File: config.mk
export PLATFORM = sky130hd
export DESIGN_NAME = fetch_ctrl
export DESIGN_NICKNAME = d
export VERILOG_FILES = /design/src/rtl/fetch_ctrl_pkg.sv /design/src/rtl/fetch_ctrl_timer.sv /design/src/rtl/fetch_ctrl.sv
export SDC_FILE = /design/constraint.sdc
export NUM_CORES = 1
export LEC_CHECK = 0
export BUFFER_PORTS_ARGS = -buffer_cell sky130_fd_sc_hd__buf_2
export CORE_MARGIN = 8
export CORE_UTILIZATION = 53
export DETAILED_ROUTE_END_ITERATION = 12
export GPL_TIMING_DRIVEN = 1
export PLACE_DENSITY = 0.93
export SYNTH_ARGS = -nofsm -noshare
export SYNTH_HDL_FRONTEND = slang
export SYNTH_HIERARCHICAL = 1
export SYNTH_SLANG_ARGS = --single-unit
File: constraint.sdc
create_clock -name clk -period 9.8 [get_ports clk]
set_clock_uncertainty 0.1 [all_clocks]
set_input_delay 0.49 -clock clk [delete_from_list [all_inputs] [get_ports clk]]
set_output_delay 0.49 -clock clk [all_outputs]
set_load 0.005 [all_outputs]
File: src/rtl/fetch_ctrl_pkg.sv
// Shared types and constants for the program-counter / instruction-fetch sequencer.
`timescale 1ns/1ps
package fetch_ctrl_pkg;

    localparam int ADDR_W_DEF = 16;
    localparam int DATA_W_DEF = 16;

    // Address the PC holds after a CLEAR pulse.
    localparam logic [15:0] RESET_VEC = 16'h0000;

    typedef enum logic [2:0] {
        ST_IDLE,
        ST_CLEAR,
        ST_SETTLE,
        ST_FETCH,
        ST_HOLD,
        ST_ADVANCE,
        ST_HALT,
        ST_FAULT
    } state_t;

    function automatic int unsigned max_u(input int unsigned a, input int unsigned b);
        return (a > b) ? a : b;
    endfunction

endpackage

File: src/rtl/fetch_ctrl_timer.sv
// Loadable down-counter; done is high while the count sits at zero.
`timescale 1ns/1ps
module fetch_ctrl_timer #(
    parameter int W = 7
) (
    input  logic         clk,
    input  logic         rst_n,
    input  logic         load,
    input  logic [W-1:0] load_val,
    input  logic         en,
    output logic         done
);

    logic [W-1:0] cnt;

    // Load has priority; otherwise count down and park at zero.
    always_ff @(posedge clk or negedge rst_n) begin
        if (!rst_n) begin
            cnt <= '0;
        end else if (load) begin
            cnt <= load_val;
        end else if (en && (cnt != '0)) begin
            cnt <= cnt - 1'b1;
        end
    end

    assign done = (cnt == '0);

endmodule

File: src/rtl/fetch_ctrl.sv
// PC / instruction-fetch sequencer for the 16-bit CPU.
// Optional ROM watchdog enabled by defining FETCH_CTRL_TIMEOUT_EN.
//
//   state   | meaning
//   IDLE    | stopped after reset, waiting for run or restart
//   CLEAR   | one-cycle pulse of pc_load+pc_inc, clears PC to 0
//   SETTLE  | waiting SETTLE_CYC cycles for pc_addr to become valid
//   FETCH   | rom_req high until rom_ack
//   HOLD    | ir_valid high until decode takes it
//   ADVANCE | one-cycle pc_load (branch) or pc_inc pulse
//   HALT    | stopped at an instruction boundary, PC settled
//   FAULT   | ROM never answered; only reset leaves
`timescale 1ns/1ps
module fetch_ctrl
    import fetch_ctrl_pkg::*;
#(
    parameter int          ADDR_W      = ADDR_W_DEF,
    parameter int          DATA_W      = DATA_W_DEF,
    parameter int unsigned SETTLE_CYC  = 2,
    parameter int unsigned TIMEOUT_CYC = 64
) (
    input  logic              clk,
    input  logic              rst_n,
    input  logic              run,
    input  logic              halt_req,
    input  logic              restart,
    input  logic [ADDR_W-1:0] pc_addr,
    output logic              pc_load,
    output logic              pc_inc,
    output logic [ADDR_W-1:0] pc_target,
    output logic              rom_req,
    output logic [ADDR_W-1:0] rom_addr,
    input  logic              rom_ack,
    input  logic [DATA_W-1:0] rom_data,
    output logic [DATA_W-1:0] ir,
    output logic [ADDR_W-1:0] ir_pc,
    output logic              ir_valid,
    input  logic              ir_ready,
    input  logic              br_valid,
    input  logic [ADDR_W-1:0] br_target,
    output logic              halted,
    output logic              busy,
    output logic              fault
);

    // One timer serves both the settle wait and the FETCH watchdog, so it is
    // sized for the larger of the two.
    localparam int unsigned TMR_MAX = max_u(SETTLE_CYC, TIMEOUT_CYC);
    localparam int          TMR_W   = $clog2(TMR_MAX + 1);

    state_t             state, state_next;
    logic               restart_pend;
    logic               pend_any;
    logic               br_sel;
    logic               fetch_enter;
    logic               ir_capture;
    logic               ir_take;
    logic               tmr_load;
    logic               tmr_en;
    logic               tmr_done;
    logic [TMR_W-1:0]   tmr_val;

    // A restart seen this very cycle counts the same as one already latched.
    assign pend_any = restart_pend | restart;

    fetch_ctrl_timer #(.W(TMR_W)) u_timer (
        .clk      (clk),
        .rst_n    (rst_n),
        .load     (tmr_load),
        .load_val (tmr_val),
        .en       (tmr_en),
        .done     (tmr_done)
    );

    // Next-state and Moore outputs.
    always_comb begin
        state_next = state;
        pc_load    = 1'b0;
        pc_inc     = 1'b0;
        rom_req    = 1'b0;
        ir_valid   = 1'b0;
        halted     = 1'b0;
        busy       = 1'b1;
        tmr_en     = 1'b0;
        ir_capture = 1'b0;
        ir_take    = 1'b0;

        case (state)
            ST_IDLE: begin
                busy = 1'b0;
                if (run || restart) state_next = ST_CLEAR;
            end
            ST_CLEAR: begin
                pc_load    = 1'b1;
                pc_inc     = 1'b1;
                state_next = ST_SETTLE;
            end
            ST_SETTLE: begin
                tmr_en = 1'b1;
                if (tmr_done) begin
                    if (pend_any)      state_next = ST_CLEAR;
                    else if (halt_req) state_next = ST_HALT;
                    else               state_next = ST_FETCH;
                end
            end
            ST_FETCH: begin
                rom_req = 1'b1;
                tmr_en  = 1'b1;
                if (rom_ack) begin
                    // A restart never abandons the read; it only drops the data.
                    if (pend_any) begin
                        state_next = ST_CLEAR;
                    end else begin
                        ir_capture = 1'b1;
                        state_next = ST_HOLD;
                    end
                end
`ifdef FETCH_CTRL_TIMEOUT_EN
                else if (tmr_done) begin
                    state_next = ST_FAULT;
                end
`endif
            end
            ST_HOLD: begin
                ir_valid = 1'b1;
                if (restart) begin
                    state_next = ST_CLEAR;
                end else if (ir_ready) begin
                    ir_take    = 1'b1;
                    state_next = ST_ADVANCE;
                end
            end
            ST_ADVANCE: begin
                pc_load    = br_sel;
                pc_inc     = ~br_sel;
                state_next = ST_SETTLE;
            end
            ST_HALT: begin
                halted = 1'b1;
                busy   = 1'b0;
                if (pend_any)               state_next = ST_CLEAR;
                else if (run && !halt_req)  state_next = ST_FETCH;
            end
            ST_FAULT: begin
                state_next = ST_FAULT;
            end
            default: begin
                state_next = ST_IDLE;
            end
        endcase
    end

    // Timer is reloaded on every entry into SETTLE or FETCH.
    always_comb begin
        fetch_enter = (state_next == ST_FETCH) && (state != ST_FETCH);
        tmr_load    = fetch_enter ||
                      ((state_next == ST_SETTLE) && (state != ST_SETTLE));
        tmr_val     = (state_next == ST_SETTLE) ? TMR_W'(SETTLE_CYC - 1)
                                                : TMR_W'(TIMEOUT_CYC - 1);
    end

    // State, restart flag and datapath registers.
    always_ff @(posedge clk or negedge rst_n) begin
        if (!rst_n) begin
            state        <= ST_IDLE;
            restart_pend <= 1'b0;
            rom_addr     <= '0;
            ir           <= '0;
            ir_pc        <= '0;
            pc_target    <= ADDR_W'(RESET_VEC);
            br_sel       <= 1'b0;
        end else begin
            state <= state_next;

            if (state_next == ST_CLEAR)
                restart_pend <= 1'b0;
            else if (restart && (state != ST_IDLE))
                restart_pend <= 1'b1;

            if (fetch_enter)
                rom_addr <= pc_addr;

            if (ir_capture) begin
                ir    <= rom_data;
                ir_pc <= rom_addr;
            end

            if (ir_take) begin
                br_sel <= br_valid;
                if (br_valid) pc_target <= br_target;
            end
        end
    end

`ifdef FETCH_CTRL_TIMEOUT_EN
    assign fault = (state == ST_FAULT);
`else
    assign fault = 1'b0;
`endif

endmodule

==> flow_summary.toml <==
[job]
maxCapViolations = 0

[power_and_ir_drop]
power.share.clock_pct = 18.6
power_switching_share_pct = 34.1
powerDensity_nw_per_um2 = 308
cell_internal_pwr_mw = 0.854
ir_drop_v = 0.000201
comb_power_share_pct = 40.9
power_frac_seq_pct = 40.5
cellLeakagePower_nw = 2.17
switching_power_mw = 0.442

[cts]
cts_setup_buffers = 0
cts.clk_slew.worst_paths_ns = 0.07
cts_resized = 0
htree_levels = 3
root_buffer = "clkbuf_8"
clkSinkCount = 76
clk-insertion-delay-late_ns = 0.35
cts_tree = "yes"
postCtsHoldBufs = 0
cts_buffers = 9
clock_path_buffers = 2

[route]
wl_per_cell_um = 16.9
ant_nets = 0
drcViolationCount = 0
dr.pass1.iters = 4
via_per_inst = 5.42
finalWirelength_mm = 7.62
vias = 2438
drtIter0Drc = 126

[placement]
gp_congestion = 0.894
portBuffers = 125
dpl_worst_slack_ns = 6.16
detailed_place_hpwl_mm = 5.68
dp_cells = 434

[worst_setup_path]
crit_chain = "inv_1, ha_1, or3b_2, nor2_1, nand4bb_1, a21oi_1, o41ai_4, o41ai_2, nand2b_1, a41oi_1, a221o_1"
cp-start-kind = "flip-flop"
critPathKind = "flip-flop to flip-flop"
cp.required_ns = 9.93
r2r_start = "u_timer/cnt[1]"
startpoint = "u_timer/cnt[1]"
worstPathMaxFanout = 16
path_buf_inv = 1
arrival_ns = 3.82
critPathCaptureType = "flip-flop"
cpPeakStageDelay_ns = 0.94
cp_slowest_cell = "o41ai_2"
cp_top_family = "compound AO/OA/AOI/OAI gates"

[final_layout]
final_cell_count_no_fill = 450
drive_gt1_share_pct = 57.1
antenna_cells = 0
fill_cells = 437
area_growth_syn_to_layout_pct = 26.2
finalCoreUtilization_pct = 67.9
nets = 425

[timing]
tns_ns = 0
layout_worst_path_cycle_share_pct = 37.7
hold_viol = 0
min_period_ns = 3.70
layout_setup_ws_ns = 6.10
max_freq_ghz = 0.271
grt_setup_unrepaired = "no"
tightest_slew_ns = 1.18
setup_violations = 0
slew_violations = 0
slew_headroom_pct = 20.8

[logic_synthesis]
synth.cell_area_um2 = 3340
synth_top_area_share_pct = 57.0
yosys_register_bits = 76
synth_edf_count = 0
yosys.cell_types.count = 55
ys.flop_type = "dfrtp_1"
syn_inst = 241
yosys.area.top_type = "dfrtp_1"
ys_seq_area_share_pct = 57.0
yosys-top-cells-count = "76 x dfrtp_1, 53 x mux2_2, 10 x mux2_4"
ys_async_sr_fraction_pct = 100
synth.most_common_cell = "dfrtp_1"
synth.area.top_cells = "dfrtp_1 57%, mux2_2 18%, mux2_4 4.5%"
avgSynthCellArea_um2 = 13.9
yosysWarnings = 6

[die]
die-area_um2 = 9100
die_h_um = 95.4
pin_count = 127
die_w_um = 95.4
placementRows = 29
start_util_pct = 53.8
fp.coreArea_um2 = 6200

[global_route]
grt_pass1_vias = 2610
grt_max_degree = 77
gr-total-overflow = 0
track_usage_pct = 17.1
antenna_found_initial = 0
grt_pass1_wl_mm = 12.2

[worst_hold_path]
hold_path.class = "primary input to async pin"

[outcome]
run_status = "finished clean"
-- path summary, 6_finish.rpt --
kind | endpoint | slack (ns) | cells past startpoint
min reg2reg | pc_target[15] | 0.40 | 1
min | br_sel | 0.15 | 1
max reg2reg | u_timer/cnt[5] | 6.10 | 11
max in group asynchronous | ir_pc[1] | 8.82 | 1
max | u_timer/cnt[5] | 6.10 | 11
min in group clk | pc_target[13] | 0.27 | 2
-- power by group through the flow --
stage	Combinational (mW)	Clock, mW	Sequential, mW
after floorplan	0.348	0	0.521
after global placement	0.512	0	0.520
after detailed placement	0.538	0	0.531
after CTS	0.538	0.246	0.526
after global routing	0.583	0.257	0.545
final	0.530	0.241	0.525
-- cell families after synthesis --
logic type / Yosys count / share of synthesized area, %
flip-flops: 76 / 57.0
multiplexers: 64 / 22.7
AND/OR/NAND/NOR: 47 / 8.66
buffers and inverters: 18 / 3.03
other: 2 / 0.225
AO/OA/AOI/OAI: 33 / 8.06
adder cells (fa/ha/maj): 1 / 0.375
-- sequential cells by signal, indices dropped and copies added (netlist names) --
register,flops
state,3
ir_pc,16
rom_addr,16
br_sel,1
pc_target,16
restart_pend,1
ir,16
u_timer/cnt,7
-- metrics by stage --
step | hold WS [ns] | total power, mW | instance area (um^2)
after floorplan | 0.0944 | 0.869 | 3340
after global placement | 0.381 | 1.03 | 4010
after detailed placement | 0.388 | 1.07 | 4010
after CTS | 0.224 | 1.31 | 4210
after global routing | 0.259 | 1.38 | 4210
final | 0.148 | 1.30 | 4210
-- layer usage --
| metal | GRT usage, % | part of all wire (%) | up-vias |
|---|---|---|---|
| li1 | - | - | 1122 |
| met1 | 19.2 | 39 | 1213 |
| met2 | 28.1 | 49 | 90 |
| met3 | 7.40 | 11 | 13 |
| met4 | 7.04 | 1.8 | 0 |
| met5 | 0 | 0 | - |
-- cell usage in the layout, fill, tap and decap left out, drive strengths merged, types with 2 or more instances in the layout --
cell type and n:
inv 7, conb 3, or3 2, o41ai 2, buf 127, or2 3
a311o 2, dfrtp 76, o21a 2, nor4 3, nand2b 4, mux2 64
nor2 8, o21ai 3, o31ai 2, nor3 3, a21oi 9, nand2 7
clkbuf 11, nor2b 5, clkinv 2
-- area by class of cell --
type | instances | area, um^2 | share of cell area (%)
multi-input cells | 148 | 1350 | 32.0
clock inverters | 5 | 60.1 | 1.43
repair buffers | 127 | 643 | 15.3
clock buffers | 11 | 141 | 3.36
inverters | 6 | 22.5 | 0.535
well taps | 77 | 96.3 | 2.29
flip-flops and latches | 76 | 1900 | 45.1
No activity file was read; power rests on OpenSTA's default activity.
